--- src/rtl/md_sequencer.sv ---
// md_sequencer: iterative multiply/divide unit owning the MIPS HI/LO pair.
// MULT/MULTU use a shift-add multiplier, DIV/DIVU a restoring divider, both
// over XLEN iterations followed by one sign-fix/writeback cycle.
// MTHI/MTLO write HI/LO directly in the accepting cycle.
// Optional build macro MD_EARLY_TERM_EN: multiplies leave the iteration loop
// as soon as the remaining multiplier bits are all zero.
module md_sequencer #(
    parameter int XLEN = 32
) (
    input  logic            CLK,
    input  logic            RST,
    input  logic            start,
    input  logic [5:0]      func,
    input  logic [XLEN-1:0] rs_data,
    input  logic [XLEN-1:0] rt_data,
    output logic [XLEN-1:0] HI,
    output logic [XLEN-1:0] LO,
    output logic            busy,
    output logic            done,
    output logic            div0
);

    localparam int CW = $clog2(XLEN) + 1;

    typedef enum logic [1:0] {S_IDLE, S_CALC, S_FIX} state_t;

    state_t              r_state;
    state_t              w_state_next;
    logic [CW-1:0]       r_cnt;
    logic                r_op_mul;
    logic                r_op_signed;
    logic                r_sign_a;
    logic                r_sign_b;
    logic [XLEN-1:0]     r_a_raw;
    // r_acc: product (mult) or partial remainder in the low half (div)
    logic [2*XLEN-1:0]   r_acc;
    // r_opa: shifting multiplicand (mult) or divisor in the low half (div)
    logic [2*XLEN-1:0]   r_opa;
    // r_opb: shifting multiplier (mult) or dividend turning into quotient (div)
    logic [XLEN-1:0]     r_opb;
    logic [XLEN-1:0]     r_hi;
    logic [XLEN-1:0]     r_lo;
    logic                r_done;
    logic                r_div0;

    logic                w_busy;
    logic                w_is_mult;
    logic                w_is_div;
    logic                w_is_signed;
    logic                w_accept;
    logic                w_start_md;
    logic                w_mthi;
    logic                w_mtlo;
    logic [XLEN-1:0]     w_abs_a;
    logic [XLEN-1:0]     w_abs_b;
    logic [2*XLEN-1:0]   w_mul_acc;
    logic [XLEN:0]       w_div_shift;
    logic [XLEN:0]       w_div_trial;
    logic                w_qbit;
    logic                w_early;
    logic [2*XLEN-1:0]   w_prod_fix;
    logic [XLEN-1:0]     w_quot_fix;
    logic [XLEN-1:0]     w_rem_fix;

    // Decode of the request; only recognised codes while idle are accepted
    assign w_is_mult   = (func == 6'h18) || (func == 6'h19);
    assign w_is_div    = (func == 6'h1A) || (func == 6'h1B);
    assign w_is_signed = ~func[0];
    assign w_accept    = start && !w_busy;
    assign w_start_md  = w_accept && (w_is_mult || w_is_div);
    assign w_mthi      = w_accept && (func == 6'h11);
    assign w_mtlo      = w_accept && (func == 6'h13);

    // Operand magnitudes; 0x80000000 maps to itself, which is the correct unsigned magnitude
    assign w_abs_a = (w_is_signed && rs_data[XLEN-1]) ? (~rs_data + 1'b1) : rs_data;
    assign w_abs_b = (w_is_signed && rt_data[XLEN-1]) ? (~rt_data + 1'b1) : rt_data;

    // One shift-add / restoring-divide step
    assign w_mul_acc   = r_opb[0] ? (r_acc + r_opa) : r_acc;
    assign w_div_shift = {r_acc[XLEN-1:0], r_opb[XLEN-1]};
    assign w_div_trial = w_div_shift - {1'b0, r_opa[XLEN-1:0]};
    assign w_qbit      = ~w_div_trial[XLEN];

`ifdef MD_EARLY_TERM_EN
    assign w_early = r_op_mul && (r_opb == '0);
`else
    assign w_early = 1'b0;
`endif

    // Sign correction applied in the writeback cycle
    assign w_prod_fix = (r_op_signed && (r_sign_a ^ r_sign_b)) ? (~r_acc + 1'b1) : r_acc;
    assign w_quot_fix = (r_op_signed && (r_sign_a ^ r_sign_b)) ? (~r_opb + 1'b1) : r_opb;
    assign w_rem_fix  = (r_op_signed && r_sign_a) ? (~r_acc[XLEN-1:0] + 1'b1) : r_acc[XLEN-1:0];

    // State register
    always_ff @(posedge CLK or negedge RST) begin
        if (!RST) begin
            r_state <= S_IDLE;
        end else begin
            r_state <= w_state_next;
        end
    end

    // Next-state: IDLE -> CALC on a mult/div, CALC -> FIX on last step, FIX -> IDLE
    always_comb begin
        w_state_next = r_state;
        case (r_state)
            S_IDLE:  if (w_start_md) w_state_next = S_CALC;
            S_CALC:  if (w_early || (r_cnt == CW'(1))) w_state_next = S_FIX;
            S_FIX:   w_state_next = S_IDLE;
            default: w_state_next = S_IDLE;
        endcase
    end

    // Outputs derived from state and status registers
    always_comb begin
        w_busy = (r_state != S_IDLE);
        busy   = w_busy;
        done   = r_done;
        div0   = r_div0;
        HI     = r_hi;
        LO     = r_lo;
    end

    // Datapath: operand latch, iteration, sign fix and HI/LO writeback
    always_ff @(posedge CLK or negedge RST) begin
        if (!RST) begin
            r_cnt       <= '0;
            r_op_mul    <= 1'b0;
            r_op_signed <= 1'b0;
            r_sign_a    <= 1'b0;
            r_sign_b    <= 1'b0;
            r_a_raw     <= '0;
            r_acc       <= '0;
            r_opa       <= '0;
            r_opb       <= '0;
            r_hi        <= '0;
            r_lo        <= '0;
            r_done      <= 1'b0;
            r_div0      <= 1'b0;
        end else begin
            r_done <= 1'b0;
            case (r_state)
                S_IDLE: begin
                    if (w_start_md) begin
                        r_op_mul    <= w_is_mult;
                        r_op_signed <= w_is_signed;
                        r_sign_a    <= w_is_signed & rs_data[XLEN-1];
                        r_sign_b    <= w_is_signed & rt_data[XLEN-1];
                        r_a_raw     <= rs_data;
                        r_div0      <= w_is_div && (rt_data == '0);
                        r_acc       <= '0;
                        r_cnt       <= CW'(XLEN);
                        if (w_is_mult) begin
                            r_opa <= {{XLEN{1'b0}}, w_abs_a};
                            r_opb <= w_abs_b;
                        end else begin
                            r_opa <= {{XLEN{1'b0}}, w_abs_b};
                            r_opb <= w_abs_a;
                        end
                    end else if (w_mthi) begin
                        r_hi <= rs_data;
                    end else if (w_mtlo) begin
                        r_lo <= rs_data;
                    end
                end
                S_CALC: begin
                    if (!w_early) begin
                        r_cnt <= r_cnt - 1'b1;
                        if (r_op_mul) begin
                            r_acc <= w_mul_acc;
                            r_opa <= r_opa << 1;
                            r_opb <= r_opb >> 1;
                        end else begin
                            r_acc <= {{XLEN{1'b0}},
                                      w_qbit ? w_div_trial[XLEN-1:0] : w_div_shift[XLEN-1:0]};
                            r_opb <= {r_opb[XLEN-2:0], w_qbit};
                        end
                    end
                end
                S_FIX: begin
                    r_done <= 1'b1;
                    if (r_op_mul) begin
                        r_hi <= w_prod_fix[2*XLEN-1:XLEN];
                        r_lo <= w_prod_fix[XLEN-1:0];
                    end else if (r_div0) begin
                        // Divide by zero reports all-ones quotient and the untouched dividend
                        r_hi <= r_a_raw;
                        r_lo <= '1;
                    end else begin
                        r_hi <= w_rem_fix;
                        r_lo <= w_quot_fix;
                    end
                end
                default: ;
            endcase
        end
    end

endmodule

--- config.mk ---
export PLATFORM = sky130hd
export DESIGN_NAME = md_sequencer
export DESIGN_NICKNAME = d
export VERILOG_FILES = /design/src/rtl/md_sequencer.sv
export SDC_FILE = /design/constraint.sdc
export NUM_CORES = 1
export LEC_CHECK = 0
export CAP_MARGIN = 20
export CORE_MARGIN = 2
export CORE_UTILIZATION = 40
export CTS_BUF_LIST = sky130_fd_sc_hd__clkbuf_4 sky130_fd_sc_hd__clkbuf_8
export DETAILED_ROUTE_END_ITERATION = 16
export PLACE_DENSITY = 0.6
export SETUP_SLACK_MARGIN = 0.02
export SLEW_MARGIN = 20
export SYNTH_ARGS = -nofsm -noshare
export SYNTH_HDL_FRONTEND = slang
export SYNTH_SLANG_ARGS = --single-unit
--- constraint.sdc ---
create_clock -name CLK -period 4.05 [get_ports CLK]
set_clock_uncertainty 0.15 [all_clocks]
set_input_delay 0.81 -clock CLK [delete_from_list [all_inputs] [get_ports CLK]]
set_output_delay 0.81 -clock CLK [all_outputs]
set_load 0.005 [all_outputs]
==> impl_metrics.env <==
export IMPL_worstPathArrival_ns=4.32
export IMPL_firstDrtPassIters=5
export IMPL_dp_hpwl_um=69200
export IMPL_yosysWarnings=0
export IMPL_cts_tree="yes"
export IMPL_grt_max_degree=109
export IMPL_cp_start_kind="flop"
export IMPL_vias=22900
export IMPL_finalCritPeriodShare_pct=97.6
export IMPL_top_layer="met5"
export IMPL_async_flop_share_pct=100
export IMPL_drt_initial_drc_count=2233
export IMPL_crit_path_end_kind="flop"
export IMPL_irDropWorstVdd_mv=0.200
export IMPL_wl_um=90300
export IMPL_cp_common_cell="o21ai_0"
export IMPL_power_mw=6.28
export IMPL_ys_seq_area_share_pct=30.5
export IMPL_grt_pass1_wl_um=136000
export IMPL_worst_pin_slew_ns=1.09
export IMPL_die_w_um=239
export IMPL_antenna_left=0
export IMPL_cap_viol_max_count=0
export IMPL_hold_viol=0
export IMPL_synth_cell_area_sq_mm=0.0222
export IMPL_start_util_pct=40.3
export IMPL_synth_top_cell_by_area="dfrtp_1"
export IMPL_drive_above_1_share_pct=10.7
export IMPL_dieHeight_um=239
export IMPL_tns_ns=0
export IMPL_wire_per_inst_um=23.7
export IMPL_rsz0062_at_grt="no"
export IMPL_rr_worst_depth=10
export IMPL_cts_inserted_buffers=51
export IMPL_required_ns=4.42
export IMPL_crit_family="simple AND/OR/NAND/NOR gates"
export IMPL_fmax_mhz=253
export IMPL_cts_root_buffer="clkbuf_8"
export IMPL_place_ws_ns=0.0973
export IMPL_met2WireLength_um=41700
export IMPL_path_max_fanout=9
export IMPL_grt_use_total_pct=31.3
export IMPL_setup_viol=0
export IMPL_numPortBuffers=139
export IMPL_ios=140
export IMPL_path_cells="or3_1 -> nand4bb_1 -> nor4_2 -> and3_1 -> nand2_1 -> o21ai_0 -> xor2_1 -> a211oi_1 -> a21oi_1 -> o21ai_0"
export IMPL_synth_ff_type="dfrtp_1"
export IMPL_ys_types=86
export IMPL_slew_headroom_pct=27.2
export IMPL_post_cts_setup_buffer_count=0
export IMPL_clock_sinks=270
export IMPL_status="finished clean"
export IMPL_power_leakage_nw=11.6
export IMPL_antenna_found_initial=2
export IMPL_post_route_drc_count=0
export IMPL_setup_slack_ns=0.0959
export IMPL_critPathSlowestCell="dfrtp_1"
export IMPL_syn_area_per_cell_sq_um=7.78
export IMPL_path_class="reg2reg"
export IMPL_r2r_start="r_acc[19]"
export IMPL_final_nets=3194
export IMPL_vias_per_cell=6.02
export IMPL_r2r_slack_ns=0.1
export IMPL_clk_pin_slew_worst_paths_ns=0.07
export IMPL_synthTopCellsByArea="dfrtp_1 30%, nand2_1 6.7%, a21oi_1 6.4%"
export IMPL_clockBufferDepth=3
export IMPL_ys_ff_latch=270
export IMPL_syn_inst=2848
export IMPL_synth_edf_count=0
export IMPL_rows=86
export IMPL_worstHoldPathType="in2async"
export IMPL_grt_overflow=0
export IMPL_r2r_end="HI[15]"
export IMPL_wl_met3_um=6710
export IMPL_wl_met1_um=37400
export IMPL_insertion_delay_ns=0.66
export IMPL_htreeDepth=2
export IMPL_max_stage_delay_ns=0.59
export IMPL_gp_congestion=0.969
export IMPL_cp_depth=10
export IMPL_yosys_area_top_type_share_pct=30.5
export IMPL_die_area_sq_mm=0.0573
export IMPL_grt_pass1_vias=22100
export IMPL_finalCriticalPeriod_ns=3.95
export IMPL_synth_nets=3024
export IMPL_pwr_density_cell_mw_per_mm2=238
export IMPL_coreArea_sq_mm=0.0550
export IMPL_crit_buf_inv=0
export IMPL_finalMaxSlewViolations=0
export IMPL_syn_to_final_growth_pct=19.3
export IMPL_startpoint="r_acc[19]"
export IMPL_endpoint="HI[15]"
## layout make-up
class / count / area (sq um)
Antenna cell: 2 / 5.00
Fill cell: 5440 / 28500
Tap cell: 748 / 936
Timing Repair Buffer: 327 / 2910
Clock inverter: 9 / 103
Clock buffer: 82 / 1070
Sequential cell: 270 / 6760
Inverter: 79 / 297
Multi-Input combinational cell: 2289 / 14400
## power breakdown
group / internal (mW) / switching [mW] / leakage [nW] / total [mW]
Combinational: 0.168 / 0.288 / 7.59 / 0.456
Clock: 1.79 / 1.34 / 0.621 / 3.13
Sequential: 2.70 / 0 / 3.43 / 2.70
## worst min path at each step
stage	endpoint	start
finish	r_cnt[5]	RST
global route	r_cnt[5]	RST
CTS	r_cnt[5]	RST
detailed placement	r_a_raw[28]	r_a_raw[28]
global placement	r_cnt[5]	r_cnt[5]
floorplan	r_cnt[5]	r_cnt[5]
## routing by layer
metal	global-route usage (%)	up-vias
met1	40.1	11100
met4	15.4	2
met3	5.29	213
met5	0	-
met2	51.0	962
li1	-	10600
## cells in the mapped netlist (17+ instances only)
cell type    n
a211oi_1   126
a21o_1      50
a21oi_1    284
a221oi_1    35
a22oi_1     30
a31oi_1     20
and3_1      18
clkbuf_1   180
dfrtp_1    270
ha_1       101
inv_1       78
mux2i_1     53
nand2_1    398
nand3_1     83
nand4_1     27
nor2_1     215
nor2b_1     17
nor3_1      50
nor4_1      18
o211ai_1    27
o21ai_0    228
o21ai_1     18
o21bai_1    24
o31ai_1     22
or3_1       28
xnor2_1    146
xor2_1     111
## placed cells by master (no fill, tap or decap), drive strengths merged, types with 11 or more instances in the layout
| cell | instances |
|---|---|
| inv | 80 |
| and3 | 18 |
| o211ai | 27 |
| nand3 | 83 |
| o21bai | 24 |
| o31ai | 24 |
| a221oi | 35 |
| and2 | 12 |
| dfrtp | 270 |
| nand4 | 28 |
| clkdlybuf4s50 | 138 |
| nor3 | 52 |
| buf | 189 |
| xnor2 | 146 |
| nand2 | 399 |
| o41ai | 16 |
| or3 | 30 |
| a21oi | 284 |
| a21o | 50 |
| mux2i | 53 |
| a221o | 11 |
| nor2 | 216 |
| o21ai | 246 |
| xor2 | 111 |
| a22oi | 30 |
| nand2b | 16 |
| nor2b | 17 |
| clkbuf | 82 |
| nor4 | 19 |
| ha | 101 |
| a211oi | 127 |
| a31oi | 20 |
| or4 | 11 |
## per-stage QoR
stage / cells / area, sq um / utilization [%] / hold slack (ns)
CTS: 3804 / 26400 / 48.0 / 0.00286
global placement: 3713 / 25200 / 45.9 / 0.308
detailed placement: 3713 / 25200 / 45.9 / 0.313
global route: 3805 / 26400 / 48.1 / 0.0213
finish: 3806 / 26400 / 48.1 / 0.00343
floorplan: 2848 / 22200 / - / 0.288
## flip-flops by register name (all words and copies together), names as in the netlist, 2 cells and up
register,flops
r_cnt,6
r_acc,64
r_opa,64
LO,32
r_a_raw,32
r_opb,32
HI,32
r_state,2
## cell families after synthesis
family / after synthesis / share of synthesized area [%]
buffers and inverters: 289 / 5.10
AND/OR/NAND/NOR: 931 / 19.2
AO/OA/AOI/OAI: 943 / 26.7
adder cells (fa/ha/maj): 103 / 5.88
flip-flops: 270 / 30.5
multiplexers: 55 / 2.50
XOR/XNOR: 257 / 10.2
## timing repair
item	CTS	global route
endpoints found under the setup margin	0	15
resized for setup	0	8
hold buffers	0	0
## worst register-to-register path, cell delays in order (launching register included)
cell and delay, ns:
dfrtp_1 0.59, or3_1 0.50, nand4bb_1 0.40, nor4_2 0.50, and3_1 0.35, nand2_1 0.16
o21ai_0 0.24, xor2_1 0.45, a211oi_1 0.16, a21oi_1 0.22, o21ai_0 0.10
Note: power is estimated with default switching activity, not from simulation.
